===== config.mk =====
export PLATFORM = sky130hd
export DESIGN_NAME = tiny_nn_stream_arb
export DESIGN_NICKNAME = d
export VERILOG_FILES = /design/src/rtl/tiny_nn_stream_arb.sv
export SDC_FILE = /design/constraint.sdc
export NUM_CORES = 1
export LEC_CHECK = 0
export CAP_MARGIN = 20
export CORE_MARGIN = 3
export CORE_UTILIZATION = 41
export CTS_CLUSTER_SIZE = 12
export DETAILED_ROUTE_END_ITERATION = 8
export PLACE_DENSITY_LB_ADDON = 0.3
export SLEW_MARGIN = 20
export SYNTH_ARGS = -nofsm -noshare
export SYNTH_HDL_FRONTEND = slang
export SYNTH_SLANG_ARGS = --single-unit
export TNS_END_PERCENT = 50

===== constraint.sdc =====
create_clock -name clk_i -period 4.8 [get_ports clk_i]
set_clock_uncertainty 0.2 [all_clocks]
set_input_delay 0.96 -clock clk_i [delete_from_list [all_inputs] [get_ports clk_i]]
set_output_delay 0.96 -clock clk_i [all_outputs]
set_load 0.01 [all_outputs]

===== src/rtl/tiny_nn_stream_arb.sv =====
// tiny_nn_stream_arb
// Owns the 16-bit data_i bus of tiny_nn_top. Whole command frames from
// NumReq requesters are granted round-robin at frame boundaries, streamed
// contiguously, closed with FPStdNaN and followed by DrainCycles idle words
// so the core returns to NNIdle and flushes its results. The core's output
// bytes are passed back tagged with the ID of the frame that produced them.
//
// Ports:
//   clk_i, rst_ni   clock, asynchronous active-low reset
//   req_valid_i     per-requester word valid
//   req_data_i      per-requester word, slice i is [16*i+:16]
//   req_last_i      final operand word of the frame
//   req_ready_o     word accepted this cycle
//   nn_data_o       registered word to tiny_nn_top data_i
//   nn_data_i       tiny_nn_top data_o
//   rsp_valid_o     rsp_data_o belongs to a frame window
//   rsp_data_o      nn_data_i, combinational pass-through
//   rsp_id_o        owner of the rsp_data_o byte
//   busy_o          controller not idle
//   err_o           sticky underflow flag
//   err_clr_i       clears err_o (a simultaneous underflow wins)
//
// state   | meaning
// --------+--------------------------------------------------------------
// StIdle  | no frame; arbitrate among valid requesters, register owner
// StStream| pass owner's words through; valid drop = underflow abort
// StTerm  | load FPStdNaN terminator for one cycle
// StDrain | load IdleWord while the drain counter runs down to 0
module tiny_nn_stream_arb #(
  parameter int unsigned NumReq      = 2,
  parameter int unsigned IdW         = (NumReq > 2) ? $clog2(NumReq) : 1,
  parameter int unsigned DrainCycles = 6,
  parameter logic [15:0] IdleWord    = 16'h0000,
  parameter logic [15:0] FPStdNaN    = 16'h7E00
) (
  input  logic                   clk_i,
  input  logic                   rst_ni,
  input  logic [NumReq-1:0]      req_valid_i,
  input  logic [NumReq*16-1:0]   req_data_i,
  input  logic [NumReq-1:0]      req_last_i,
  output logic [NumReq-1:0]      req_ready_o,
  output logic [15:0]            nn_data_o,
  input  logic [7:0]             nn_data_i,
  output logic                   rsp_valid_o,
  output logic [7:0]             rsp_data_o,
  output logic [IdW-1:0]         rsp_id_o,
  output logic                   busy_o,
  output logic                   err_o,
  input  logic                   err_clr_i
);

  localparam int unsigned CntW = (DrainCycles > 1) ? $clog2(DrainCycles) : 1;

  typedef enum logic [1:0] {
    StIdle,
    StStream,
    StTerm,
    StDrain
  } state_e;

  state_e          state_q, state_d;
  logic [IdW-1:0]  owner_q, owner_d;
  logic [IdW-1:0]  ptr_q, ptr_d;
  logic [CntW-1:0] cnt_q, cnt_d;
  logic [15:0]     nn_data_q, nn_data_d;
  logic            err_q, err_d;

  // win0/id0 describe the word currently on nn_data_o; the two following
  // stages match the core's input and output registers.
  logic            win_d, win0_q, win1_q, win2_q;
  logic [IdW-1:0]  id0_q, id1_q, id2_q;

  logic            gnt_found;
  logic [IdW-1:0]  gnt_idx;
  logic [IdW:0]    arb_sum;

  logic [15:0]     req_word [NumReq];

  for (genvar g = 0; g < NumReq; g++) begin : g_split
    assign req_word[g] = req_data_i[16*g +: 16];
  end

  function automatic logic [IdW-1:0] wrap_inc(input logic [IdW-1:0] v);
    logic [IdW:0] s;
    s = {1'b0, v} + 1'b1;
    if (s >= (IdW+1)'(NumReq)) s = '0;
    return s[IdW-1:0];
  endfunction

  // First valid requester at or after the pointer, wrapping.
  always_comb begin
    gnt_found = 1'b0;
    gnt_idx   = '0;
    arb_sum   = '0;
    for (int k = 0; k < NumReq; k++) begin
      arb_sum = {1'b0, ptr_q} + (IdW+1)'(k);
      if (arb_sum >= (IdW+1)'(NumReq)) arb_sum = arb_sum - (IdW+1)'(NumReq);
      if (!gnt_found && req_valid_i[arb_sum[IdW-1:0]]) begin
        gnt_found = 1'b1;
        gnt_idx   = arb_sum[IdW-1:0];
      end
    end
  end

  always_comb begin
    state_d     = state_q;
    owner_d     = owner_q;
    ptr_d       = ptr_q;
    cnt_d       = cnt_q;
    nn_data_d   = IdleWord;
    win_d       = 1'b0;
    err_d       = err_clr_i ? 1'b0 : err_q;
    req_ready_o = '0;

    unique case (state_q)
      StIdle: begin
        if (gnt_found) begin
          owner_d = gnt_idx;
          ptr_d   = wrap_inc(gnt_idx);
          state_d = StStream;
        end
      end
      StStream: begin
        win_d = 1'b1;
        if (req_valid_i[owner_q]) begin
          req_ready_o[owner_q] = 1'b1;
          nn_data_d            = req_word[owner_q];
          if (req_last_i[owner_q]) state_d = StTerm;
        end else begin
          // Underflow: abort the frame; set beats a same-cycle clear.
          err_d   = 1'b1;
          state_d = StTerm;
        end
      end
      StTerm: begin
        win_d     = 1'b1;
        nn_data_d = FPStdNaN;
        cnt_d     = CntW'(DrainCycles - 1);
        state_d   = StDrain;
      end
      StDrain: begin
        win_d = 1'b1;
        if (cnt_q == '0) state_d = StIdle;
        else             cnt_d   = cnt_q - 1'b1;
      end
      default: state_d = StIdle;
    endcase
  end

  always_ff @(posedge clk_i or negedge rst_ni) begin
    if (!rst_ni) begin
      state_q   <= StIdle;
      owner_q   <= '0;
      ptr_q     <= '0;
      cnt_q     <= '0;
      nn_data_q <= IdleWord;
      err_q     <= 1'b0;
      win0_q    <= 1'b0;
      win1_q    <= 1'b0;
      win2_q    <= 1'b0;
      id0_q     <= '0;
      id1_q     <= '0;
      id2_q     <= '0;
    end else begin
      state_q   <= state_d;
      owner_q   <= owner_d;
      ptr_q     <= ptr_d;
      cnt_q     <= cnt_d;
      nn_data_q <= nn_data_d;
      err_q     <= err_d;
      win0_q    <= win_d;
      win1_q    <= win0_q;
      win2_q    <= win1_q;
      id0_q     <= owner_q;
      id1_q     <= id0_q;
      id2_q     <= id1_q;
    end
  end

  assign nn_data_o   = nn_data_q;
  assign rsp_valid_o = win2_q;
  assign rsp_id_o    = id2_q;
  assign rsp_data_o  = nn_data_i;
  assign busy_o      = (state_q != StIdle);
  assign err_o       = err_q;

endmodule


==> out/qor.log, run 1 <==
qor: status.outcome finished, final reports clean
qor: critical_path.crit_path_start_kind primary input
qor: global_route.global_route.peak_usage_layer met2
qor: floorplanning.core_area 3150 um^2
qor: finish.num_antenna_cells 0
qor: critical_path.timing.critical_path.cells clkdlybuf4s50_1 -> nand3_1 -> inv_1 -> clkdlybuf4s50_1
qor: clock_network.holdBufCountCts 0
qor: logic_synthesis.post_synth_xor_area_fraction 0.00629
qor: drt.postRouteWirelength 2960 um
qor: clock_network.clock_pin_transition_on_the_worst_setup_and_hold_timing_paths 0.10 ns
qor: global_route.grt.met3_usage 0.0808
qor: sta.finalCriticalPeriod 3.44 ns
qor: logic_synthesis.warnings_from_yosys 0
qor: critical_path.critical_path_required_time 3.64 ns
qor: global_route.globalRouteMet2Util 0.258
qor: clock_network.cts-buffers-inserted 5
qor: placement.placed_area 1980 um^2
qor: critical_path.r2r_cells 6
qor: logic_synthesis.yosys-mux-area-fraction 0.133
qor: power_and_ir_drop.power_density 493 nW/um^2
qor: critical_path.setup.worst_path.start req_valid_i[1]
qor: clock_network.cts.repair_timing.setup_buffer_count 0
qor: hold_path.timing.hold.worst.class reg -> reg
qor: critical_path.highest_fanout_seen_on_the_critical_path 6
qor: logic_synthesis.synthesis.instances 122
qor: hold_path.timing.hold.worst_path_depth 0
qor: logic_synthesis.combinational_family_with_the_most_area_after_synthesis multiplexers
qor: power_and_ir_drop.power.ir.vdd_worst 0.285 mV
qor: clock_network.cts.sinks 30
qor: clock_network.ctsRootBufferMaster clkbuf_4
qor: finish.mostFrequentLayoutCell clkdlybuf4s50_1
qor: hold_path.min_from id1_q$_DFF_PN0_
qor: floorplanning.dieWidth 64.3 um
qor: drt.route.detailed.drc 0
qor: critical_path.reg2reg_capture_point state_q[1]$_DFFE_PN0P_
qor: floorplanning.num_rows 20
qor: power_and_ir_drop.total_leakage_power 0.957 nW
qor: placement.port_buffers 60
qor: critical_path.setup.worst_path.end_class output port
qor: finish.layout.filler_cells 279
qor: global_route.via_count_of_the_first_global_routing_pass 1150
qor: sta.finalSetupViolations 0
qor: floorplanning.ios 77
qor: sta.fmaxAchievable 290 MHz
qor: clock_network.cts.htree.levels 2
qor: finish.drive_above_1_share 0.0829
qor: sta.maxSlewViolCount 0
qor: clock_network.ctsResizeCount 0
qor: sta.report.final.hold_viol_count 0
qor: placement.place_hpwl 2260 um
qor: logic_synthesis.area_share_of_fa_ha_maj_cells_after_synthesis 0.0629
qor: drt.first_pass_iters 4
qor: clock_network.clockBufferDepth 2
qor: logic_synthesis.synth_async_sr_flop_share 1.00
qor: floorplanning.floorplan.initialDensity 0.441
qor: finish.area.growth.synth_to_final 46.9%
qor: drt.detailroute.via_count 1078
qor: sta.fin_crit_sh 0.718
qor: sta.fin_worst_hold_slack 0.156 ns
qor: critical_path.timing.critical_path.slowest_cell_delay 0.57 ns
qor: finish.final_net_count 234
qor: critical_path.critical_path_arrival 2.28 ns
qor: clock_network.insertion_delay 0.32 ns
qor: drt.routed_via_density 4.79
qor: placement.place.gp.congestion 0.699
qor: global_route.gr-usage-met1 0.187
qor: logic_synthesis.synth_seq_cells 30
qor: critical_path.worst-r2r-setup-slack 2.85 ns
qor: floorplanning.design.die.area 4130 um^2
qor: global_route.grt_start_max_net_pins 31
qor: floorplanning.floorplan.die.height 64.3 um
qor: hold_path.hold-path-endpoint rsp_id_o$_DFF_PN0_
qor: finish.post-route-cell-area 2040 um^2
qor: logic_synthesis.synth.yosys.seq_area_share 0.540
qor: drt.antenna_left 0
qor: global_route.globalRoute.totalOverflow 0
qor: power_and_ir_drop.total_power 0.00101 W
qor: sta.worst_slew_pin_slew 0.621 ns
qor: clock_network.tritoncts yes
qor: drt.drt_iter0_drc 19
qor: sta.max_slew_margin 0.585
qor: placement.dp_cells 217
qor: logic_synthesis.synth.avg_cell_area 11.4 um^2
qor: global_route.grt_first_pass_wirelength 5160 um
qor: logic_synthesis.synth.lib_cells_used.distinct 24
qor: sta.setup_tns 0 ns
qor: global_route.grt_antenna_before_repair 0
qor: job.cap_viol_max_count 0
qor: critical_path.worst-setup-path-type in -> out
qor: logic_synthesis.synth-simple-area-share 0.0953
qor: logic_synthesis.synth_compound_area_frac 0.0773
qor: logic_synthesis.post_synth_edffs 0
qor: critical_path.timing.critical_path.mode_cell clkdlybuf4s50_1
qor: sta.grt_setup_unrepaired no
qor: logic_synthesis.post_synth_instance_area 1390 um^2
qor: drt.drt_wl_cell 13.2 um
qor: critical_path.worst_path_max_delay_cell clkdlybuf4s50_1
qor: logic_synthesis.synthesis.nets 176
qor: critical_path.worst_flop_to_flop_path_startpoint state_q[1]$_DFFE_PN0P_
qor: finish.instances_no_fill 225
qor: global_route.total_routing_usage_reported_by_global_routing 0.162
qor: finish.top_library_cells_by_usage_in_the_layout_fill_and_taps_aside 60 x clkdlybuf4s50_1, 30 x dfrtp_1, 17 x mux2i_1, 14 x nor2_1, 10 x inv_1
qor: logic_synthesis.synth_top_flop_cell dfrtp_1
==> metal layers <==
metal / routed length [um] / up-vias
met5: 0 / -
li1: - / 517
met3: 315 / 6
met1: 1160 / 505
met4: 24 / 0
met2: 1460 / 50
==> area by class of cell <==
class	instances	area, um^2	share of cell area
sequential	30	751	0.367
timing repair buffer	62	616	0.301
multi-input combinational	71	522	0.255
tap	44	55.1	0.0269
clock buffer	6	51.3	0.0251
inverter	10	37.5	0.0184
clock inverter	2	12.5	0.00612
==> cells in the mapped netlist (all sizes together) (2+ instances only) <==
| cell type | n | share of area |
|---|---|---|
| nand2 | 4 | 0.011 |
| dfrtp | 30 | 0.54 |
| o21ai | 8 | 0.031 |
| a21oi | 4 | 0.014 |
| nand3 | 4 | 0.014 |
| ha | 7 | 0.063 |
| nand2b | 2 | 0.011 |
| nor2 | 14 | 0.038 |
| inv | 10 | 0.027 |
| nor3 | 2 | 0.0072 |
| mux2i | 17 | 0.12 |
| a31oi | 2 | 0.0090 |
| buf | 11 | 0.058 |
==> critical path, delay by kind of cell <==
kind	cells	cell delay, ns
buf+inv	3	1.18
simple gates	1	0.14
==> flip-flops by register name, indices dropped and copies added, names as in the netlist <==
register / cells
err_o: 1
win1_q: 1
win0_q: 1
id1_q: 1
rsp_valid_o: 1
state_q: 2
id0_q: 1
nn_data_o: 16
owner_q: 1
ptr_q: 1
cnt_q: 3
rsp_id_o: 1
==> power breakdown <==
part | switching [W] | internal (W)
clock network | 0.0000887 | 0.0000704
logic | 0.000229 | 0.000248
registers | 0.0000356 | 0.000335
==> worst max path at each step <==
stage                                 to  slack (ns)  depth (start not counted)
after floorplan           req_ready_o[0]        2.48                          1
after global placement    req_ready_o[1]        1.37                          4
after detailed placement  req_ready_o[1]        1.36                          4
after CTS                 req_ready_o[1]        1.36                          4
after global routing      req_ready_o[1]        1.28                          4
final                     req_ready_o[1]        1.36                          4
==> kinds of logic (layout without fill, tap and decap cells) <==
group | count (synthesis) | in the layout
and+or+nand+nor | 28 | 28
buffers and inverters | 21 | 80
adders and majority gates | 7 | 7
AOI/OAI and AO/OA | 17 | 17
DFF | 30 | 30
muxes | 18 | 18
xor gates and xnor gates | 1 | 1
==> stage by stage <==
| step | utilization | setup slack [ns] |
|---|---|---|
| 2_1_floorplan | - | 2.48 |
| 4_1_cts | 0.648 | 1.36 |
| 3_3_place_gp | 0.628 | 1.37 |
| 5_1_grt | 0.648 | 1.28 |
| 3_5_place_dp | 0.628 | 1.36 |
| 6_report | 0.648 | 1.36 |
Power figures use the tool's default switching activity.
==> inputs of run 2 (changes only) <==
--- a/config.mk
+++ b/config.mk
@@ -7,7 +7,7 @@
 export LEC_CHECK = 0
 export CAP_MARGIN = 20
 export CORE_MARGIN = 3
-export CORE_UTILIZATION = 41
+export CORE_UTILIZATION = 38
 export CTS_CLUSTER_SIZE = 12
 export DETAILED_ROUTE_END_ITERATION = 8
 export PLACE_DENSITY_LB_ADDON = 0.3
==> constraint.sdc (replaced) <==
create_clock -name clk_i -period 3.2 [get_ports clk_i]
set_clock_uncertainty 0.2 [all_clocks]
set_input_delay 0.64 -clock clk_i [delete_from_list [all_inputs] [get_ports clk_i]]
set_output_delay 0.64 -clock clk_i [all_outputs]
set_load 0.01 [all_outputs]
==> run 2 against run 1 <==
  * Wire length rose by 3.1%
  * Sequential share of layout area fell by 1.4 points
  * Worst setup slack got worse by 0.97 ns
  * Global-route usage fell by 1.7 points
  * Utilization fell by 3.1 points
  * First-iteration DRC count rose by 89%
  * Hold slack got worse by 0.0089 ns
  * Critical path type unchanged
  * Register-to-register slack got worse by 1.6 ns
  * Largest cell class unchanged
  * Clock-buffer cell count did not move
  * Via count fell by 1.9%
  * Clock power rose to 3.0 times the previous value
==> out/qor.log, run 2 (synthesis gave the netlist of run 1 again) <==
qor: floorplanning.design.die.area 4420 um^2 [+7.1%]
qor: placement.place_hpwl 2370 um [+4.6%]
qor: finish.top_library_cells_by_usage_in_the_layout_fill_and_taps_aside 60 x clkdlybuf4s50_1, 30 x dfrtp_1, 17 x mux2i_1, 14 x nor2_1, 10 x inv_1
qor: finish.largest_reg_flops 16 [unchanged]
qor: global_route.grt_start_max_net_pins 31 [unchanged]
qor: floorplanning.num_rows 21 [+5.0%]
qor: drt.postRouteWirelength 3050 um [+3.1%]
qor: sta.setup_slack 0.388 ns [-0.968 ns]
qor: clock_network.clockBufferDepth 2 [unchanged]
qor: critical_path.worst-setup-path-type in -> out
qor: critical_path.critical_path_arrival 1.97 ns [-0.31 ns]
qor: drt.route.detailed.drc 0 [unchanged]
qor: clock_network.ctsRootBufferMaster clkbuf_8
qor: drt.antenna_left 0 [unchanged]
qor: placement.port_buffers 60 [unchanged]
qor: sta.finalCriticalPeriod 2.81 ns
qor: sta.grt_setup_unrepaired no
qor: power_and_ir_drop.power.ir.vdd_worst 0.528 mV [+85%]
qor: sta.finalSetupViolations 0 [unchanged]
qor: finish.drive_above_1_share 0.0829 [unchanged]
qor: hold_path.timing.hold.worst.class reg -> reg
qor: placement.dp_cells 219 [+0.92%]
qor: sta.maxSlewViolCount 0 [unchanged]
qor: clock_network.cts.repair_timing.setup_buffer_count 0 [unchanged]
qor: placement.worst_slack_at_placement 0.391 ns [-0.966 ns]
qor: drt.routed_via_density 4.66 [-2.8%]
qor: global_route.grt_first_pass_wirelength 4790 um [-7.2%]
qor: sta.fmaxAchievable 356 MHz
qor: floorplanning.ios 77 [unchanged]
qor: floorplanning.floorplan.initialDensity 0.404 [-0.0371]
qor: clock_network.clock_pin_transition_on_the_worst_setup_and_hold_timing_paths 0.06 ns [-0.04 ns]
qor: finish.final_net_count 234 [unchanged]
qor: clock_network.insertion_delay 0.27 ns [-0.05 ns]
qor: sta.max_slew_margin 0.565 [-0.0201]
qor: critical_path.critical_path_required_time 2.36 ns [-1.28 ns]
qor: sta.fin_crit_sh 0.879
qor: finish.layout.core_utilization 0.618 [-0.0308]
qor: critical_path.setup.worst_path.end_class output port
qor: global_route.globalRoute.totalOverflow 0 [unchanged]
qor: sta.setup_tns 0 ns [unchanged]
qor: power_and_ir_drop.total_leakage_power 0.994 nW [+3.9%]
qor: floorplanning.core_area 3440 um^2 [+9.2%]
qor: global_route.total_routing_usage_reported_by_global_routing 0.144 [-0.0174]
qor: drt.detailroute.via_count 1057 [-1.9%]
qor: clock_network.holdBufCountCts 0 [unchanged]
qor: critical_path.crit_path_start_kind primary input
qor: drt.drt_wl_cell 13.4 um [+2.2%]
qor: status.outcome finished, final reports clean
qor: clock_network.ctsResizeCount 0 [unchanged]
qor: floorplanning.dieWidth 66.5 um [+3.5%]
qor: critical_path.highest_fanout_seen_on_the_critical_path 5 [-1]
qor: sta.worst_slew_pin_slew 0.651 ns [+0.0300 ns]
qor: finish.instances_no_fill 227 [+0.89%]
qor: global_route.via_count_of_the_first_global_routing_pass 1059 [-7.9%]
qor: job.cap_viol_max_count 0 [unchanged]
qor: clock_network.cts.htree.levels 2 [unchanged]
qor: clock_network.cts.sinks 30 [unchanged]
qor: finish.area.growth.synth_to_final 52.8%
qor: finish.mostFrequentLayoutCell clkdlybuf4s50_1
qor: global_route.grt_antenna_before_repair 0 [unchanged]
qor: clock_network.tritoncts yes
qor: power_and_ir_drop.power_density 822 nW/um^2 [+67%]
qor: placement.place.gp.congestion 0.675 [-3.4%]
qor: drt.drt_iter0_drc 36 [+17]
qor: floorplanning.floorplan.die.height 66.5 um [+3.5%]
qor: finish.num_antenna_cells 0 [unchanged]
qor: clock_network.cts-buffers-inserted 5 [unchanged]
qor: sta.report.final.hold_viol_count 0 [unchanged]
qor: drt.first_pass_iters 3 [-1]
-- run 2: final timing paths --
kind | from | endpoint | slack [ns] | cells after the start
max reg2reg | state_q[1]$_DFFE_PN0P_ | state_q[1]$_DFFE_PN0P_ | 1.23 | 6
min in group asynchronous | rst_ni | rsp_id_o$_DFF_PN0_ | 0.56 | 2
min | id0_q$_DFF_PN0_ | id1_q$_DFF_PN0_ | 0.15 | 0
max in group asynchronous | rst_ni | err_o$_DFF_PN0_ | 1.96 | 2
max | req_valid_i[0] | req_ready_o[0] | 0.39 | 3
min reg2reg | id0_q$_DFF_PN0_ | id1_q$_DFF_PN0_ | 0.15 | 0
-- run 2: area by class of cell --
class,instances,area [um^2]
flip-flops and latches,30,751
clock inverters,2,60.1
fillers,266,1320
repair buffers,62,616
multi-input cells,71,522
well taps,46,57.6
clock buffers,6,82.6
inverters,10,37.5
-- run 2: routing by layer --
metal | up-vias | GRT usage | share of wire
met5 | - | 0 | 0
met4 | 0 | 0.0228 | 0.0013
met3 | 2 | 0.0725 | 0.10
met2 | 48 | 0.261 | 0.53
met1 | 494 | 0.151 | 0.37
li1 | 513 | - | -
-- run 2: power by group --
part	total (W)	switching (W)	internal [W]
Sequential	0.000582	0.0000789	0.000503
Combinational	0.000693	0.000320	0.000373
Clock	0.000473	0.000141	0.000332
Total	0.00175	0.000539	0.00121
-- run 2: stage by stage --
stage	total power, W	instance area (um^2)	hold slack [ns]
after floorplan	0.00103	1390	0.131
after global placement	0.00126	1980	0.132
after detailed placement	0.00129	1980	0.136
after CTS	0.00177	2130	0.151
after global routing	0.00187	2130	0.161
final	0.00175	2130	0.147
-- run 2: critical path: stages --
cell and delay, ns:
clkdlybuf4s50_1 0.57, and3b_4 0.23, clkdlybuf4s50_1 0.53
==> inputs of run 3 (changes only) <==
--- a/config.mk
+++ b/config.mk
@@ -10,7 +10,8 @@
 export CORE_UTILIZATION = 38
 export CTS_CLUSTER_SIZE = 12
 export DETAILED_ROUTE_END_ITERATION = 8
-export PLACE_DENSITY_LB_ADDON = 0.3
+export MAX_ROUTING_LAYER = met4
+export PLACE_DENSITY = 0.82
 export SLEW_MARGIN = 20
 export SYNTH_ARGS = -nofsm -noshare
 export SYNTH_HDL_FRONTEND = slang
==> run 3 against run 2 <==
  * Combinational power increased by 4.2%
  * Global-route usage grew 0.76 points
  * Utilization decreased by 1.5 points
  * Hold slack better by 0.0036 ns
  * Power shrank 9.1%
  * Largest cell class unchanged
  * Clock power shrank 36%
  * Flip-flop and latch count unchanged
  * Worst setup slack got worse by 0.013 ns
  * Clock-buffer cell count is 1 higher
  * Sequential power down 3%
==> out/qor.log, run 3 (synthesis gave the netlist of run 1 again) <==
qor: critical_path.critical_path_required_time 2.36 ns [about the same]
qor: global_route.via_count_of_the_first_global_routing_pass 1096 [+3.5%]
qor: sta.maxSlewViolCount 0 [unchanged]
qor: power_and_ir_drop.total_power 0.00159 W [-9.1%]
qor: global_route.grt_start_max_net_pins 31 [unchanged]
qor: sta.fmaxAchievable 354 MHz [-0.46%]
qor: sta.fin_crit_sh 0.883 [+0.00405]
qor: power_and_ir_drop.power.ir.vdd_worst 0.301 mV [-43%]
qor: critical_path.timing.critical_path.slowest_cell_delay 0.57 ns [about the same]
qor: critical_path.worst_flop_to_flop_path_startpoint owner_q$_DFFE_PN0P_
qor: critical_path.crit_path_start_kind primary input
qor: status.outcome finished, final reports clean
qor: critical_path.timing.critical_path.mode_cell clkdlybuf4s50_1
qor: placement.worst_slack_at_placement 0.390 ns [-0.000908 ns]
qor: floorplanning.dieWidth 66.5 um [unchanged]
qor: placement.place_hpwl 2410 um [+1.7%]
qor: floorplanning.core_area 3440 um^2 [unchanged]
qor: finish.largest_reg_flops 16 [unchanged]
qor: sta.report.final.hold_viol_count 0 [unchanged]
qor: job.cap_viol_max_count 0 [unchanged]
qor: sta.finalCriticalPeriod 2.83 ns [+0.0130 ns]
qor: global_route.total_routing_usage_reported_by_global_routing 0.152 [+0.00759]
qor: finish.final_net_count 234 [unchanged]
qor: finish.layout.area.seq 751 um^2 [unchanged]
qor: critical_path.timing.critical_path.cells clkdlybuf4s50_1 -> nand3_1 -> inv_1 -> clkdlybuf4s50_1
qor: sta.setup_slack 0.375 ns [-0.0130 ns]
qor: hold_path.min_from id0_q$_DFF_PN0_
qor: clock_network.tritoncts yes
qor: critical_path.reg2reg_capture_point nn_data_o[14]$_DFF_PN0_
qor: clock_network.holdBufCountCts 0 [unchanged]
qor: drt.antenna_left 0 [unchanged]
qor: clock_network.clock_pin_transition_on_the_worst_setup_and_hold_timing_paths 0.06 ns [about the same]
qor: drt.postRouteWirelength 3110 um [+1.8%]
qor: floorplanning.floorplan.initialDensity 0.404 [unchanged]
qor: global_route.globalRoute.totalOverflow 0 [unchanged]
qor: critical_path.worst_path_max_delay_cell clkdlybuf4s50_1
qor: hold_path.timing.hold.worst.class reg -> reg
qor: clock_network.ctsRootBufferMaster clkbuf_8
qor: clock_network.insertion_delay 0.28 ns [about the same]
qor: clock_network.clockBufferDepth 2 [unchanged]
qor: drt.route.detailed.drc 0 [unchanged]
qor: critical_path.highest_fanout_seen_on_the_critical_path 6 [+1]
qor: clock_network.cts.htree.levels 2 [unchanged]
qor: drt.first_pass_iters 5 [+2]
qor: critical_path.worst-setup-path-type in -> out
qor: hold_path.timing.hold.worst_path_depth 0 [unchanged]
qor: critical_path.critical_path_arrival 1.99 ns [+0.02 ns]
qor: critical_path.cpLargestDelayFamily buffers and inverters
qor: drt.drt_iter0_drc 28 [-22%]
qor: placement.place.gp.congestion 0.734 [+8.6%]
qor: hold_path.hold-path-endpoint id1_q$_DFF_PN0_
qor: floorplanning.num_rows 21 [unchanged]
qor: clock_network.cts.repair_timing.setup_buffer_count 0 [unchanged]
qor: clock_network.ctsResizeCount 0 [unchanged]
qor: sta.setup_tns 0 ns [unchanged]
qor: floorplanning.ios 77 [unchanged]
qor: critical_path.worst-r2r-setup-slack 1.21 ns [-0.02 ns]
qor: finish.area.growth.synth_to_final 49.1%
qor: critical_path.setup.worst_path.end_class output port
qor: critical_path.r2r_cells 5 [-1]
qor: power_and_ir_drop.power_density 766 nW/um^2 [-6.9%]
qor: finish.layout.filler_cells 292 [+9.8%]
qor: finish.num_antenna_cells 0 [unchanged]
qor: placement.port_buffers 60 [unchanged]
qor: global_route.grt_antenna_before_repair 0 [unchanged]
qor: finish.mostFrequentLayoutCell clkdlybuf4s50_1
qor: sta.max_slew_margin 0.581 [+0.0160]
qor: floorplanning.design.die.area 4420 um^2 [unchanged]
qor: sta.worst_slew_pin_slew 0.627 ns [-0.0240 ns]
qor: drt.detailroute.via_count 1077 [+1.9%]
qor: global_route.grt_first_pass_wirelength 4710 um [-1.6%]
qor: clock_network.cts-buffers-inserted 5 [unchanged]
qor: power_and_ir_drop.total_leakage_power 0.971 nW [-2.3%]
qor: clock_network.cts.sinks 30 [unchanged]
qor: finish.top_library_cells_by_usage_in_the_layout_fill_and_taps_aside 60 x clkdlybuf4s50_1, 30 x dfrtp_1, 17 x mux2i_1, 14 x nor2_1, 10 x inv_1
qor: drt.drt_wl_cell 13.7 um [+1.8%]
qor: finish.multiInputGateArea 522 um^2 [unchanged]
qor: critical_path.timing.critical_path.buf_inv 3 [+1]
qor: drt.routed_via_density 4.74 [+1.9%]
qor: finish.drive_above_1_share 0.0773 [-0.00552]
qor: critical_path.levels_on_crit_path 4 [+1]
qor: floorplanning.floorplan.die.height 66.5 um [unchanged]
qor: sta.finalSetupViolations 0 [unchanged]
qor: sta.grt_setup_unrepaired no
-- run 3: cell types whose count changed in the layout (fill, tap and decap cells not counted), sizes merged --
cell and change:
bufinv -2, clkinv +1, clkbuf +1
-- run 3: area by class of cell --
| class | count | share of cell area |
|---|---|---|
| Sequential cell | 30 | 0.362 |
| Timing Repair Buffer | 62 | 0.297 |
| Multi-Input combinational cell | 71 | 0.252 |
| Clock buffer | 7 | 0.0416 |
| Tap cell | 46 | 0.0277 |
| Inverter | 10 | 0.0181 |
| Clock inverter | 1 | 0.00241 |
-- run 3: worst max path at each step --
stage                                start                      to  slack (ns)
floorplan           state_q[1]$_DFFE_PN0P_  state_q[1]$_DFFE_PN0P_        1.35
global placement            req_valid_i[0]          req_ready_o[0]        0.44
detailed placement          req_valid_i[0]          req_ready_o[0]        0.39
CTS                         req_valid_i[0]          req_ready_o[0]        0.39
global route                req_valid_i[1]          req_ready_o[1]        0.32
finish                      req_valid_i[1]          req_ready_o[1]        0.37
-- run 3: report_power, final --
group,internal [W],switching (W)
clock,0.000173,0.000130
sequential,0.000504,0.0000599
combinational,0.000374,0.000348
total,0.00105,0.000538
-- run 3: stage by stage --
step	hold slack (ns)	util	std cells	instance area, um^2
floorplan	0.131	-	122	1390
global placement	0.132	0.576	219	1980
detailed placement	0.135	0.576	219	1980
CTS	0.153	0.603	227	2070
global route	0.169	0.603	227	2070
finish	0.151	0.603	227	2070
-- run 3: metal layers --
| metal | wire (um) | track usage | vias to the layer above |
|---|---|---|---|
| li1 | - | - | 514 |
| met1 | 1170 | 0.139 | 488 |
| met2 | 1550 | 0.260 | 65 |
| met3 | 311 | 0.0506 | 10 |
| met4 | 76 | 0.114 | 0 |
| met5 | 0 | - | - |
-- run 3: worst register-to-register path, stage by stage, from the launching register on --
cell	delay, ns
dfrtp_1	0.41
buf_4	0.33
nand2_1	0.12
nand2_1	0.09
nand3_1	0.45
o21ai_1	0.31
==> RTL edit 1 (config.mk and constraints of run 2) <==
Make the reset (`rst_ni`) synchronous in one clocked block. Comments in the files are not updated.
--- a/src/rtl/tiny_nn_stream_arb.sv
+++ b/src/rtl/tiny_nn_stream_arb.sv
@@ -147,7 +147,7 @@
     endcase
   end
 
-  always_ff @(posedge clk_i or negedge rst_ni) begin
+  always_ff @(posedge clk_i) begin
     if (!rst_ni) begin
       state_q   <= StIdle;
       owner_q   <= '0;
Function: differs if rst_ni is asserted again (counterexample within 4 cycles, from zero or initial values and one cycle with rst_ni low); with rst_ni held inactive, the same outputs for 10 cycles.
==> RTL edit 1 against run 2 <==
Power fell by 33%. Sequential power fell by 18%. Maximum frequency rose by 0.60%. Setup slack improved by 17 ps. Wire length rose by 5.9%. Design area fell by 7.4%. Area after synthesis fell by 4.9%. Sequential cell count did not move. Critical path type unchanged. Largest cell class is now multi-input gates. Highest routed layer unchanged.
==> RTL edit 1: results <==
group,metric,value,unit
status,outcome,"complete, no violations",
final_layout,fin_nets,249,
synthesis,synthCells,138,
worst_setup_path,reg2regPathDepth,5,
routing,avgRoutedWirePerCell,13.52,um
synthesis,yosys-top-cells-area,"dfxtp_1, mux2i_1, ha_1",
routing,met2_length,1.748,mm
placement,placed_area,1908,um^2
synthesis,ys_top_cells_by_count,"dfxtp_1, nor2_1, mux2i_1",
worst_setup_path,reg2reg_slack,1210,ps
pwr,p_clk_share,19.8,%
pwr,power_sequential,478,uW
timing,worst_pin_slew,535.5,ps
hold_path,hold_path_end,"rsp_id_o",
clocking,clk_latency,320,ps
worst_setup_path,crit_fanout,7,
placement,io_buffers,60,
global_routing,grt_antenna_before_repair,0,
global_routing,use_met3,6.759,%
placement,post-place-ws,406.5,ps
synthesis,synth.net_count,193,
clocking,cts-resized-gates,0,
synthesis,ys_async_sr_fraction,0,%
pwr,pg_clk,231,uW
global_routing,grt_pass1_vias,1180,
routing,top_layer,"met4",
pwr,p_leak,0.0007663,uW
worst_setup_path,crit_path_max_incr_delay,570,ps
synthesis,yosysUniqueCellTypes,27,
global_routing,met1_usage,14.27,%
synthesis,synth_compound_area_share,7.183,%
hold_path,min_path_cells,1,
clocking,root_buffer,"clkbuf_4",
synthesis,synthAdderAreaFrac,7.561,%
placement,place_congestion,0.7583,
placement,dpl.hpwl,2.643,mm
worst_setup_path,reg2reg_to,"nn_data_o[15]",
synthesis,synthXorXnorAreaFrac,0,%
hold_path,min-delay-start,"id1_q",
placement,dpl.cell_count,231,
pwr,sw_frac_of_total,33.26,%
routing,wl_met3,252,um
routing,drtIter0Drc,39,
clocking,htreeDepth,2,
final_layout,final_cells,239,
global_routing,grt_max_degree,15,
pwr,ir_drop,0.2940,mV
routing,drt-met1-wl,1.155,mm
routing,vias,1139,
global_routing,grt_usage,16.10,%
global_routing,grt.met2_usage,30.52,%
final_layout,drive_gt1_share,7.179,%
clocking,post_cts_buffers,0,
timing,hold_slack,244.5,ps
synthesis,muxShareOfSynthArea,14.93,%
routing,drt_pre_antenna_iters,4,
global_routing,grt_pass1_wl,5.133,mm
clocking,cts.clk_slew.worst_paths,80,ps
synthesis,ys_seq_area_share,45.37,%
worst_setup_path,r2r-start,"state_q[0]",
[RTL edit 1: cell types whose count changed after synthesis, moves of 4 or more]
cell,before,now
dfxtp_1,0,30
nor2_1,14,24
and2_1,0,5
mux2_2,0,6
dfrtp_1,30,0
mux2i_1,17,13
a21oi_1,4,9
o21ai_1,7,0
[RTL edit 1: worst max-delay path by stage]
stage,startpoint,depth (start not counted),slack [ps],end
2_1_floorplan,owner_q,3,1260,req_ready_o[0]
3_5_place_dp,req_valid_i[0],3,410,req_ready_o[0]
4_1_cts,req_valid_i[0],3,400,req_ready_o[0]
5_1_grt,req_valid_i[0],3,340,req_ready_o[0]
3_3_place_gp,req_valid_i[0],3,440,req_ready_o[0]
6_report,req_valid_i[0],3,400,req_ready_o[0]
[RTL edit 1: cell type report]
cell class | count | area [um^2]
clock buffers | 7 | 55.05
clock inverters | 1 | 5.005
fillers | 303 | 1210
inverters | 7 | 26.28
multi-input cells | 89 | 618.1
flip-flops and latches | 30 | 600.6
well taps | 44 | 55.05
repair buffers | 61 | 608.1
==> RTL edit 2 (config.mk and constraints of run 2) <==
Made on the original files. The parameter `DrainCycles` goes from 6 to 7.
--- a/src/rtl/tiny_nn_stream_arb.sv
+++ b/src/rtl/tiny_nn_stream_arb.sv
@@ -29,7 +29,7 @@
 module tiny_nn_stream_arb #(
   parameter int unsigned NumReq      = 2,
   parameter int unsigned IdW         = (NumReq > 2) ? $clog2(NumReq) : 1,
-  parameter int unsigned DrainCycles = 6,
+  parameter int unsigned DrainCycles = 7,
   parameter logic [15:0] IdleWord    = 16'h0000,
   parameter logic [15:0] FPStdNaN    = 16'h7E00
 ) (
Formal check against the unedited RTL: not equivalent (Yosys sat finds a counterexample within 10 cycles, from zero or initial values and one cycle with rst_ni low).
==> RTL edit 2 against run 2 <==
Via count up 0.57%. Wire length down 0.98%. Sequential cell count unchanged. Count of clock-buffer cells in the layout unchanged. Setup slack better by 5.3 ps. Die area about the same. Sequential share of layout area about the same. Design area about the same. Area after synthesis about the same. Power down 0.50%. Maximum frequency up 0.19%. Critical endpoint is now req_ready_o[1]. Largest cell class unchanged.
==> RTL edit 2: results <==
group,metric,value,unit
status,outcome,"complete, no violations",
pwr,p_leak,0.0009867,uW
final_layout,n_fill_cell,299,
routing,drt_pre_antenna_iters,4,
worst_setup_path,crit_fanout,6,
hold_path,hp-class,"reg2reg",
global_routing,grt_max_degree,31,
routing,top_layer,"met4",
placement,io_buffers,60,
placement,dpl.cell_count,219,
global_routing,use_met3,7.589,%
clocking,root_buffer,"clkbuf_8",
global_routing,grt_usage,14.90,%
clocking,htreeDepth,2,
clocking,clk_latency,270,ps
synthesis,ys_async_sr_fraction,100.0,%
final_layout,antenna_cells,0,
placement,dpl.hpwl,2.264,mm
placement,place_congestion,0.7039,
global_routing,met1_usage,16.52,%
global_routing,grt.met2_usage,25.65,%
routing,ant_nets,0,
timing,totalNegativeSetupSlack,0,ps
synthesis,ys_seq_area_share,54.01,%
pwr,ir_drop,0.3715,mV
global_routing,grt_antenna_before_repair,0,
clocking,cts-resized-gates,0,
clocking,ctsLongestPathBuffers,2,
final_layout,drive_gt1_share,8.287,%
global_routing,grt_pass1_wl,4.947,mm
routing,drt-met1-wl,1.109,mm
synthesis,yosys-top-cells-area,"dfrtp_1, mux2i_1, ha_1",
clocking,post_cts_buffers,0,
clocking,cts.clk_slew.worst_paths,60,ps
routing,wl_met3,265,um
routing,avgRoutedWirePerCell,13.31,um
routing,vias,1063,
final_layout,final_cells,227,
hold_path,min-delay-start,"id0_q",
routing,drtIter0Drc,16,
routing,met2_length,1.615,mm
final_layout,largest_reg_flops,16,
synthesis,yosysUniqueCellTypes,26,
synthesis,synth.net_count,176,
floorplanning,die_area,4420,um^2
synthesis,synth_area_per_cell,11.39,um^2
synthesis,ys_top_cells_by_count,"dfrtp_1, mux2i_1, nor2_1",
synthesis,synth_top_area_share,54.01,%
worst_setup_path,crit_start,"req_valid_i[1]",
clocking,cts_made_buffers,5,
timing,slew_headroom,59.69,%
==> RTL edit 2: stage by stage <==
stage | utilization (%) | setup WS [ps] | area (um^2) | total power [uW] | hold WS (ps)
floorplan | - | 1351 | 1390 | 1021 | 131.2
global placement | 57.58 | 410.4 | 1982 | 1255 | 132.1
detailed placement | 57.58 | 398.5 | 1982 | 1278 | 137.0
CTS | 61.72 | 399.0 | 2125 | 1769 | 151.1
global route | 61.72 | 345.2 | 2125 | 1870 | 158.4
finish | 61.72 | 393.3 | 2125 | 1739 | 148.8
==> RTL edit 2: critical path: stages <==
cell and delay, ps:
clkdlybuf4s50_1 570, nand3_1 140, inv_1 80, clkdlybuf4s50_1 540
==> RTL edit 2: report_power, final <==
group	total, uW	internal, uW	switching, uW
combinational	692	370	323
clock	468	332	136
sequential	579	503	75.7
==> RTL edit 2: cell type report <==
| class | count | area share, % |
|---|---|---|
| tap | 46 | 2.709 |
| timing repair buffer | 62 | 28.98 |
| clock inverter | 2 | 2.827 |
| sequential | 30 | 35.34 |
| inverter | 10 | 1.767 |
| multi-input combinational | 71 | 24.50 |
| clock buffer | 6 | 3.887 |
==> RTL edit 2: kinds of logic after synthesis <==
logic type / Yosys count / share of synthesized area, %
adders and majority gates: 7 / 6.300
AOI/OAI and AO/OA: 17 / 7.740
buffers and inverters: 21 / 8.551
DFF: 30 / 54.01
muxes: 18 / 13.32
xor gates and xnor gates: 1 / 0.6302
and+or+nand+nor: 28 / 9.451
==> RTL edit 2: final timing paths <==
check	end	slack (ps)	cells after the start
worst max-delay path	req_ready_o[1]	390	4
worst min-delay path	id1_q	150	0
worst max register to register	state_q[1]	1240	6
worst min register to register	id1_q	150	0
max in group asynchronous	cnt_q[2]	1960	2
min in group asynchronous	nn_data_o[6]	550	2
